--- src/rtl/function_inv_search.sv ---
// rtl/function_inv_search.sv - inverse search of f(x) = x*|x| by successive approximation
//
// Purpose:
//   Accepts a signed target value yiq and finds the largest signed argument x
//   with f(x) = x*|x| <= target. The search runs one bit per cycle, MSB first,
//   on the offset code u = x + 2^(W_X-1). Because f is monotonic in x and x is
//   monotonic in u, a plain binary search on u is exact.
//
// Ports:
//   clk        - clock, rising edge
//   rst        - asynchronous active-high reset
//   in_valid   - yiq carries a target
//   in_ready   - block is idle and can take a target
//   yiq        - signed target value (W_Y bits)
//   out_valid  - result fields valid, held until out_ready
//   out_ready  - consumer takes the result
//   xiq        - recovered signed argument (W_X bits)
//   exact      - f(xiq) equals the target
//   under      - target below f(x_min)
//   over       - target above f(x_max)

module function_inv_search #(
  parameter int W_X = 4,
  parameter int W_Y = 8
) (
  input  logic                  clk,
  input  logic                  rst,
  input  logic                  in_valid,
  output logic                  in_ready,
  input  logic signed [W_Y-1:0] yiq,
  output logic                  out_valid,
  input  logic                  out_ready,
  output logic signed [W_X-1:0] xiq,
  output logic                  exact,
  output logic                  under,
  output logic                  over
);

  localparam int FW = 2 * W_X;
  // Compare width: wide enough for both f(x) and the target, plus one bit so
  // neither side can overflow when sign-extended.
  localparam int CW = ((FW > W_Y) ? FW : W_Y) + 1;
  localparam logic [W_X-1:0] MSB = {1'b1, {(W_X-1){1'b0}}};

  typedef enum logic [1:0] {IDLE, SEARCH, DONE} state_t;

  state_t                state_q, state_d;
  logic signed [W_Y-1:0] target_q, target_d;
  logic [W_X-1:0]        cand_q, cand_d;
  logic [W_X-1:0]        bit_q, bit_d;
  logic signed [W_X-1:0] xiq_q, xiq_d;
  logic                  exact_q, exact_d;
  logic                  under_q, under_d;
  logic                  over_q, over_d;

  logic [W_X-1:0]        trial;
  logic [W_X-1:0]        final_u;
  logic signed [CW-1:0]  tgt_ext;
  logic                  keep;

  // f evaluated on an offset code. Flipping the MSB of u turns it back into
  // two's-complement x. The arithmetic runs at 2*W_X bits, so |x_min| is
  // representable and x_min*|x_min| is exact.
  function automatic logic signed [CW-1:0] f_of_code(input logic [W_X-1:0] u);
    logic signed [W_X-1:0] x;
    logic signed [FW-1:0]  xe;
    logic signed [FW-1:0]  ae;
    logic signed [FW-1:0]  p;
    x  = $signed(u ^ MSB);
    xe = {{W_X{x[W_X-1]}}, x};
    ae = xe[FW-1] ? -xe : xe;
    p  = xe * ae;
    return {{(CW-FW){p[FW-1]}}, p};
  endfunction

  // State and datapath registers.
  always_ff @(posedge clk or posedge rst) begin
    if (rst) begin
      state_q  <= IDLE;
      target_q <= '0;
      cand_q   <= '0;
      bit_q    <= '0;
      xiq_q    <= '0;
      exact_q  <= 1'b0;
      under_q  <= 1'b0;
      over_q   <= 1'b0;
    end else begin
      state_q  <= state_d;
      target_q <= target_d;
      cand_q   <= cand_d;
      bit_q    <= bit_d;
      xiq_q    <= xiq_d;
      exact_q  <= exact_d;
      under_q  <= under_d;
      over_q   <= over_d;
    end
  end

  // Next-state and datapath.
  always_comb begin
    state_d  = state_q;
    target_d = target_q;
    cand_d   = cand_q;
    bit_d    = bit_q;
    xiq_d    = xiq_q;
    exact_d  = exact_q;
    under_d  = under_q;
    over_d   = over_q;

    tgt_ext = {{(CW-W_Y){target_q[W_Y-1]}}, target_q};
    trial   = cand_q | bit_q;
    keep    = (f_of_code(trial) <= tgt_ext);
    final_u = keep ? trial : cand_q;

    case (state_q)
      IDLE: begin
        if (in_valid) begin
          target_d = yiq;
          cand_d   = '0;
          bit_d    = MSB;
          state_d  = SEARCH;
        end
      end
      SEARCH: begin
        cand_d = final_u;
        bit_d  = bit_q >> 1;
        // The LSB trial is the last one; its decision finishes the result.
        if (bit_q[0]) begin
          state_d = DONE;
          xiq_d   = $signed(final_u ^ MSB);
          exact_d = (f_of_code(final_u) == tgt_ext);
          under_d = (tgt_ext < f_of_code({W_X{1'b0}}));
          over_d  = (tgt_ext > f_of_code({W_X{1'b1}}));
        end
      end
      DONE: begin
        if (out_ready) begin
          state_d = IDLE;
        end
      end
      default: state_d = IDLE;
    endcase
  end

  // Outputs.
  always_comb begin
    in_ready  = (state_q == IDLE);
    out_valid = (state_q == DONE);
  end

  assign xiq   = xiq_q;
  assign exact = exact_q;
  assign under = under_q;
  assign over  = over_q;

endmodule

--- config.mk ---
export PLATFORM = sky130hd
export DESIGN_NAME = function_inv_search
export DESIGN_NICKNAME = d
export VERILOG_FILES = /design/src/rtl/function_inv_search.sv
export SDC_FILE = /design/constraint.sdc
export NUM_CORES = 1
export LEC_CHECK = 0
export CORE_ASPECT_RATIO = 1.25
export CORE_MARGIN = 2
export CORE_UTILIZATION = 52
export DETAILED_ROUTE_END_ITERATION = 8
export PLACE_DENSITY = 0.77
export SLEW_MARGIN = 20
export SYNTH_ARGS = -nofsm -noshare
export SYNTH_HDL_FRONTEND = slang
export SYNTH_SLANG_ARGS = --single-unit
--- constraint.sdc ---
create_clock -name clk -period 9.05 [get_ports clk]
set_input_delay 2.715 -clock clk [delete_from_list [all_inputs] [get_ports clk]]
set_output_delay 2.715 -clock clk [all_outputs]
set_load 0.01 [all_outputs]
==> run summary, run 1 <==
Fin Setup TNS -> 0 ns
Final hold slack -> 0.491 ns
Via count -> 1675
Synth top area share -> 0.301
Main synth FF type -> dfrtp_1
Area of the multi-input gates -> 0.00135 mm²
Required time worst endpoint -> 9.21 ns
WL final -> 4420 µm
H-tree depth -> 1
Fin. Hold Viols -> 0
Cell taking the most area after synthesis -> dfrtp_1
DRC viols -> 0
First-pass GRT wire length -> 7640 µm
Worst setup EP type -> flop
Antenna violations before repair -> 0
Share of layout cells above drive strength 1 -> 0.0927
Slowest cell on crit path -> fa_1
Fmax -> 118 MHz
Drt pass-1 iters -> 4
Met3 usage -> 0.0223
Post-synthesis cell count -> 229
DR WL/cell -> 14.1 µm
Vias in the first global route -> 1720
Most common cell in the netlist -> inv_1
RSZ-0062 raised after global routing -> no
Die width -> 60.5 µm
Clock transition at the registers of the reported paths -> 0.09 ns
# setup viols final -> 0
Synth-to-layout area growth -> 17.8%
Max_cap viols -> 0
Most frequent CP cell -> fa_1
CTS Buf Count -> 3
Post-synth ARST share -> 1.00
Grt total ovfl -> 0
Crit path time final -> 8.50 ns
CTS tree -> done
FF+latch count, synth -> 25
Mapped Area -> 0.00208 mm²
Initial Utilization -> 0.545
Sequential element share of the synthesized area -> 0.301
Final Skew -> 0.00126 ns
IO Count -> 21
Slew Limit Fails -> 0
Setup CP Type -> reg2reg
Filler cells -> 343
Buffers on Ports -> 20
Largest net degree at the start of global routing -> 26
Area post-placement -> 0.00238 mm²
Yosys warns -> 0
Hold WC Path Type -> reg2reg
Mapped Avg Cell Area -> 9.08 µm²
Root buffer cell -> clkbuf_8
Core area -> 0.00382 mm²
Antenna Nets Post-Route -> 0
First DRT Iteration DRCs -> 52
# nets final -> 301
Die area -> 0.00452 mm²
Placer Congestion -> 0.886
Run status -> finished, final reports clean
Vias/cell -> 5.35
Synth top area cells -> dfrtp_1, fa_1, ha_1
CP Launch Type -> flop
Final HPWL DP -> 3500 µm
Netlist cell types -> 41
Synth top cells by count -> inv_1, dfrtp_1, nand2_1, nor2_1, o21ai_0
GR Util met2 -> 0.372
Die span in y -> 74.7 µm
Max incr delay on CP -> 0.55 ns
GRT Overall Usage -> 0.225
Longest Clk Path Bufs -> 2
Final period utilization -> 0.939
Headroom to the max-slew limit -> 0.381
FF+latch area -> 627 µm²
Met1 global-route usage -> 0.291
Critical path peak fanout -> 9
Clk Latency, worst-skew pair -> 0.27 ns
Global route hottest layer -> met2
Worst slew pin tran -> 0.925 ns
Clock sink count -> 25
CP arrival -> 8.66 ns
Post-synth EDFFs -> 0
Fin area -> 0.00245 mm²
Site Rows -> 25
N_diodes -> 0
-- cells by family after synthesis --
group                      count (synthesis)  synth area share
AOI/OAI and AO/OA                         57             0.192
xor gates and xnor gates                  19            0.0801
adders and majority gates                 29             0.218
buffers and inverters                     32            0.0590
DFF                                       25             0.301
muxes                                      2           0.00963
other                                      2           0.00361
and+or+nand+nor                           63             0.137
-- cell type report --
| class | instances | share of cell area |
|---|---|---|
| Tap cell | 54 | 0.0276 |
| Timing Repair Buffer | 27 | 0.103 |
| Clock inverter | 1 | 0.00204 |
| Inverter | 27 | 0.0414 |
| Multi-Input combinational cell | 176 | 0.553 |
| Sequential cell | 25 | 0.256 |
| Clock buffer | 3 | 0.0169 |
-- worst max-delay path: cells and delay by family (launching register included) --
kind                       cells  cell delay [ns]
DFF                            1             0.44
AOI/OAI and AO/OA              5             1.24
adders and majority gates     11             4.36
xor gates and xnor gates       8             1.30
buffers and inverters          4             0.30
and+or+nand+nor                4             0.72
-- final timing paths --
| kind | startpoint | to | slack, ns | cells after the start |
|---|---|---|---|---|
| max | cand_q[2] | exact | 0.55 | 32 |
| min | under | under | 0.49 | 2 |
| max reg2reg | cand_q[2] | exact | 0.55 | 32 |
| min reg2reg | under | under | 0.49 | 2 |
| max in group asynchronous | rst | bit_q[0] | 5.76 | 2 |
| min in group asynchronous | rst | xiq[1] | 2.83 | 2 |
-- placed cells by master, fill, tap and decap left out, types with 6 or more instances in the layout --
| cell type | Yosys | layout |
|---|---|---|
| inv_1 | 26 | 25 |
| dfrtp_1 | 25 | 24 |
| nand2_1 | 22 | 22 |
| nor2_1 | 22 | 21 |
| o21ai_0 | 20 | 20 |
| clkdlybuf4s50_1 | 0 | 20 |
| ha_1 | 17 | 17 |
| xnor2_1 | 14 | 14 |
| a21oi_1 | 12 | 12 |
| fa_1 | 12 | 12 |
| buf_4 | 0 | 7 |
| conb_1 | 2 | 6 |
-- sequential cells by signal, indices dropped and copies added (netlist names) --
| name | cells |
|---|---|
| state_q | 2 |
| target_q | 8 |
| exact | 1 |
| bit_q | 4 |
| over | 1 |
| under | 1 |
| xiq | 4 |
| cand_q | 4 |
-- routing by layer --
layer	wire length, µm	vias to the layer above
met1	1930	809
met2	2250	34
li1	-	818
met5	0	-
met4	159	0
met3	87	14
-- repair_timing --
item	CTS	global route
setup buffers	0	1
hold buffers	0	0
gates resized for setup	0	3
setup endpoints to repair	0	1
-- stage by stage --
step                      std cells  worst slack (ns)  utilization
after floorplan                 233             0.577            -
after global placement          308             0.412        0.625
after detailed placement        308             0.243        0.625
after CTS                       312             0.214        0.637
after global routing            313            0.0562        0.641
final                           313             0.553        0.641
Power of run 1 is left out: the tool's default activity adds up to more than one toggle a clock period on the data nets, which glitch-free logic cannot reach.
==> run 2, diff against run 1 <==
- SETUP_SLACK_MARGIN: not set -> 0.5
- SLEW_MARGIN: 20 -> 30
==> run 2 against run 1 <==
Net effect:
- first-iteration DRC count is 3.8% higher
- clock-buffer cell count stayed put
- critical path type unchanged
- worst setup slack better by 0.25 ns
- cell area is 10% higher
- largest cell class unchanged
==> run summary, run 2 (same netlist as run 1, synthesis figures left out) <==
Synth-to-layout area growth -> 29.8%
Clock transition at the registers of the reported paths -> 0.09 ns
Worst slew pin tran -> 0.583 ns
Post-route insts no fill -> 332
Final Skew -> 0.00793 ns
CTS Buf Count -> 3
Longest Clk Path Bufs -> 2
Setup CP Type -> reg2reg
First DRT Iteration DRCs -> 54
Worst setup margin -> 0.802 ns
Clock sink count -> 25
Initial Utilization -> 0.545
Max reg flops -> 8
Antenna violations before repair -> 0
Commonest non-fill, non-tap cell in the layout -> buf_4
Most frequent CP cell -> fa_1
Area post-placement -> 0.00238 mm²
Placed cells -> 308
Fin area -> 0.00270 mm²
Grt total ovfl -> 0
Top reg by flops -> target_q
Drt pass-1 iters -> 4
CP Launch Type -> flop
CP arrival -> 8.41 ns
Run status -> finished, final reports clean
Metal-1 WL -> 2130 µm
Final period utilization -> 0.911
Commonest non-fill, non-tap cells in the layout -> buf_4, inv_1, nand2_1, o21ai_0, clkdlybuf4s50_1
Required time worst endpoint -> 9.21 ns
Die span in y -> 74.7 µm
Vias in the first global route -> 1747
Placer Congestion -> 0.886
Die width -> 60.5 µm
Max_cap viols -> 0
Antenna Nets Post-Route -> 0
Headroom to the max-slew limit -> 0.611
H-tree depth -> 1
Buffers on Ports -> 20
Core area -> 0.00382 mm²
DR WL/cell -> 15.2 µm
IO Count -> 21
CP top delay family -> adder cells
N_diodes -> 0
First-pass GRT wire length -> 7670 µm
WL final -> 5050 µm
Max incr delay on CP -> 0.50 ns
CTS tree -> done
Top Layer Used -> met4
Crit path time final -> 8.25 ns
DRC viols -> 0
Vias/cell -> 5.35
Routed wl met3 -> 116 µm
# nets final -> 320
RSZ-0062 raised after global routing -> no
Fin. Hold Viols -> 0
Slowest cell on crit path -> fa_1
Die area -> 0.00452 mm²
WP buf/inv -> 3
Area of the multi-input gates -> 0.00145 mm²
Root buffer cell -> clkbuf_8
Hold WC Path Type -> reg2reg
Clk Latency, worst-skew pair -> 0.27 ns
Slew Limit Fails -> 0
Share of layout cells above drive strength 1 -> 0.234
Largest net degree at the start of global routing -> 26
Pre-CTS setup slack -> 0.243 ns
Final HPWL DP -> 3500 µm
Worst setup EP type -> flop
GRT Overall Usage -> 0.227
Filler cells -> 306
# setup viols final -> 0
Via count -> 1775
Site Rows -> 25
Fin Setup TNS -> 0 ns
Fmax -> 121 MHz
FF+latch area -> 636 µm²
Met2 wire len -> 2630 µm
Critical path peak fanout -> 5
run 2: cell types whose count changed in the layout (fill, tap and decap cells not counted), sizes merged:
cell / previous run / this run
buf: 7 / 26
run 2: layout make-up:
type / count / area share
multi-input cells: 176 / 0.536
clock buffers: 3 / 0.0153
flip-flops and latches: 25 / 0.236
inverters: 27 / 0.0394
well taps: 54 / 0.0250
repair buffers: 46 / 0.147
clock inverters: 1 / 0.00186
run 2: per-layer routing:
layer / global-route usage / up-vias
li1: - / 856
met1: 0.294 / 862
met2: 0.372 / 43
met3: 0.0241 / 14
met4: 0.121 / 0
met5: 0 / -
run 2: repair_timing:
| item | 4_1_cts | 5_1_grt |
|---|---|---|
| resized for setup | 3 | 26 |
| endpoints found under the hold margin | 0 | 0 |
| pin swaps | 1 | 23 |
| buffers inserted | 1 | 19 |
| hold buffers | 0 | 0 |
| setup endpoints to repair | 1 | 1 |
run 2: stage by stage:
| stage | util | hold slack (ns) |
|---|---|---|
| 2_1_floorplan | - | 0.473 |
| 3_3_place_gp | 0.625 | 0.464 |
| 3_5_place_dp | 0.625 | 0.475 |
| 4_1_cts | 0.641 | 0.495 |
| 5_1_grt | 0.707 | 0.517 |
| 6_report | 0.707 | 0.490 |
run 2: final timing paths:
check | from | endpoint | slack [ns] | cells past startpoint
max | bit_q[2] | exact | 0.80 | 32
min | under | under | 0.49 | 2
max reg2reg | bit_q[2] | exact | 0.80 | 32
min reg2reg | under | under | 0.49 | 2
max in group asynchronous | rst | cand_q[3] | 5.87 | 2
min in group asynchronous | rst | state_q[1] | 2.79 | 2
run 2: worst reg2reg max path: cells and delay by family (launching register included):
| family | cells | cell delay (ns) |
|---|---|---|
| AOI/OAI and AO/OA | 5 | 1.31 |
| buffers and inverters | 3 | 0.16 |
| DFF | 1 | 0.45 |
| and+or+nand+nor | 5 | 0.77 |
| adders and majority gates | 11 | 4.26 |
| xor gates and xnor gates | 8 | 1.20 |
Power of run 2 is left out for the same reason.
==> run 3, diff against run 2 <==
- CORE_MARGIN: 2 -> not set
- clock period: 9.05 -> 7 ns (I/O delays scaled with it)
==> run 3 against run 2 <==
Net effect:
- the run now ends with setup timing left
- first-iteration DRC count decreased by 9.3%
- clock-buffer cell count is the same
- core utilization up 1.5 points
- register-to-register slack got worse by 1.8 ns
- critical path type unchanged
- critical endpoint unchanged
- largest cell class unchanged
- highest routed layer unchanged
==> run summary, run 3 (same netlist as run 1, synthesis figures left out) <==
Run status -> complete, but fails checks
Failing checks -> setup timing
Antenna Nets Post-Route -> 0
Worst slew pin tran -> 0.887 ns
H-tree depth -> 1
Commonest non-fill, non-tap cell in the layout -> buf_4
Vias in the first global route -> 1770
Antenna violations before repair -> 0
CTS tree -> done
Crit path time final -> 7.96 ns
Core area -> 0.00382 mm²
Slew Limit Fails -> 0
Drt pass-1 iters -> 4
Commonest non-fill, non-tap cells in the layout -> buf_4, inv_1, dfrtp_1, nand2_1, clkdlybuf4s50_1
# Post-CTS Setup Buffers -> 0
RSZ-0062 raised after global routing -> yes
Max incr delay on CP -> 0.57 ns
# setup viols final -> 1
Placer Congestion -> 0.871
Vias/cell -> 5.12
First DRT Iteration DRCs -> 49
N_diodes -> 0
Grt total ovfl -> 0
CP top delay family -> adder cells
Site Rows -> 25
Required time worst endpoint -> 7.15 ns
Worst setup EP type -> flop
Die area -> 0.00426 mm²
Root buffer cell -> clkbuf_8
IO Count -> 21
Placed cells -> 336
Top reg by flops -> target_q
DRC viols -> 0
Clock transition at the registers of the reported paths -> 0.09 ns
DR WL/cell -> 13.2 µm
CTS Buf Count -> 3
Clock sink count -> 25
Final Skew -> 0.00672 ns
GRT Overall Usage -> 0.243
Headroom to the max-slew limit -> 0.406
Max reg flops -> 8
Initial Utilization -> 0.545
Via count -> 1742
Hold WC Path Type -> reg2reg
Final period utilization -> 1.14
CP Launch Type -> flop
Synth-to-layout area growth -> 32.6%
WL final -> 4480 µm
Fmax -> 126 MHz
WP buf/inv -> 4
Largest net degree at the start of global routing -> 26
Fin Setup TNS -> -0.961 ns
Pre-CTS setup slack -> -1.09 ns
Die width -> 58.5 µm
# nets final -> 328
Longest Clk Path Bufs -> 2
Fin. Hold Viols -> 0
Share of layout cells above drive strength 1 -> 0.255
Hold buffer count at CTS -> 0
Buffers on Ports -> 20
Worst setup margin -> -0.961 ns
Setup CP Type -> reg2reg
Max_cap viols -> 0
Die span in y -> 72.7 µm
Final HPWL DP -> 3820 µm
Clk Latency, worst-skew pair -> 0.27 ns
CP arrival -> 8.11 ns
Slowest cell on crit path -> fa_2
Critical path peak fanout -> 5
Post-route insts no fill -> 340
Filler cells -> 317
First-pass GRT wire length -> 7850 µm
run 3: tightest hold or removal path: cells and delay by family, from the launching register on:
kind	cells	cell delay (ns)
AOI/OAI and AO/OA	1	0.06
and+or+nand+nor	1	0.04
DFF	1	0.35
run 3: final timing paths:
| path | start | to | slack, ns | cells after the start |
|---|---|---|---|---|
| min in group asynchronous | rst | xiq[1] | 2.18 | 2 |
| hold reg to reg | xiq[2] | xiq[2] | 0.49 | 2 |
| setup reg to reg | bit_q[3] | exact | -0.96 | 31 |
| hold / removal | xiq[2] | xiq[2] | 0.49 | 2 |
| max in group asynchronous | rst | bit_q[3] | 4.43 | 2 |
| setup / recovery | bit_q[3] | exact | -0.96 | 31 |
run 3: per-layer routing:
metal / up-vias / share of wire / global-route usage
met4: 0 / 0.022 / 0.0873
met1: 842 / 0.42 / 0.305
met2: 18 / 0.54 / 0.433
met5: - / 0 / 0
li1: 874 / - / -
met3: 8 / 0.0096 / 0.0230
run 3: layout make-up:
class,count,area (µm²),area share
clock buffer,3,41.3,0.0150
clock inverter,1,7.51,0.00272
inverter,27,104,0.0377
multi-input combinational,176,1450,0.527
sequential,25,628,0.228
tap,54,67.6,0.0245
timing repair buffer,54,455,0.165
run 3: what timing repair did:
action	CTS	global route
gates resized for setup	6	0
setup endpoints to repair	1	1
endpoints found under the hold margin	0	0
pin swaps	7	1
run 3: through the flow:
step / hold WS, ns / utilization / area [µm²]
after global placement: 0.463 / 0.703 / 2680
after CTS: 0.500 / 0.722 / 2760
after detailed placement: 0.479 / 0.703 / 2680
after floorplan: 0.473 / - / 2190
after global routing: 0.536 / 0.722 / 2760
final: 0.490 / 0.722 / 2760
Power of run 3 is left out for the same reason.
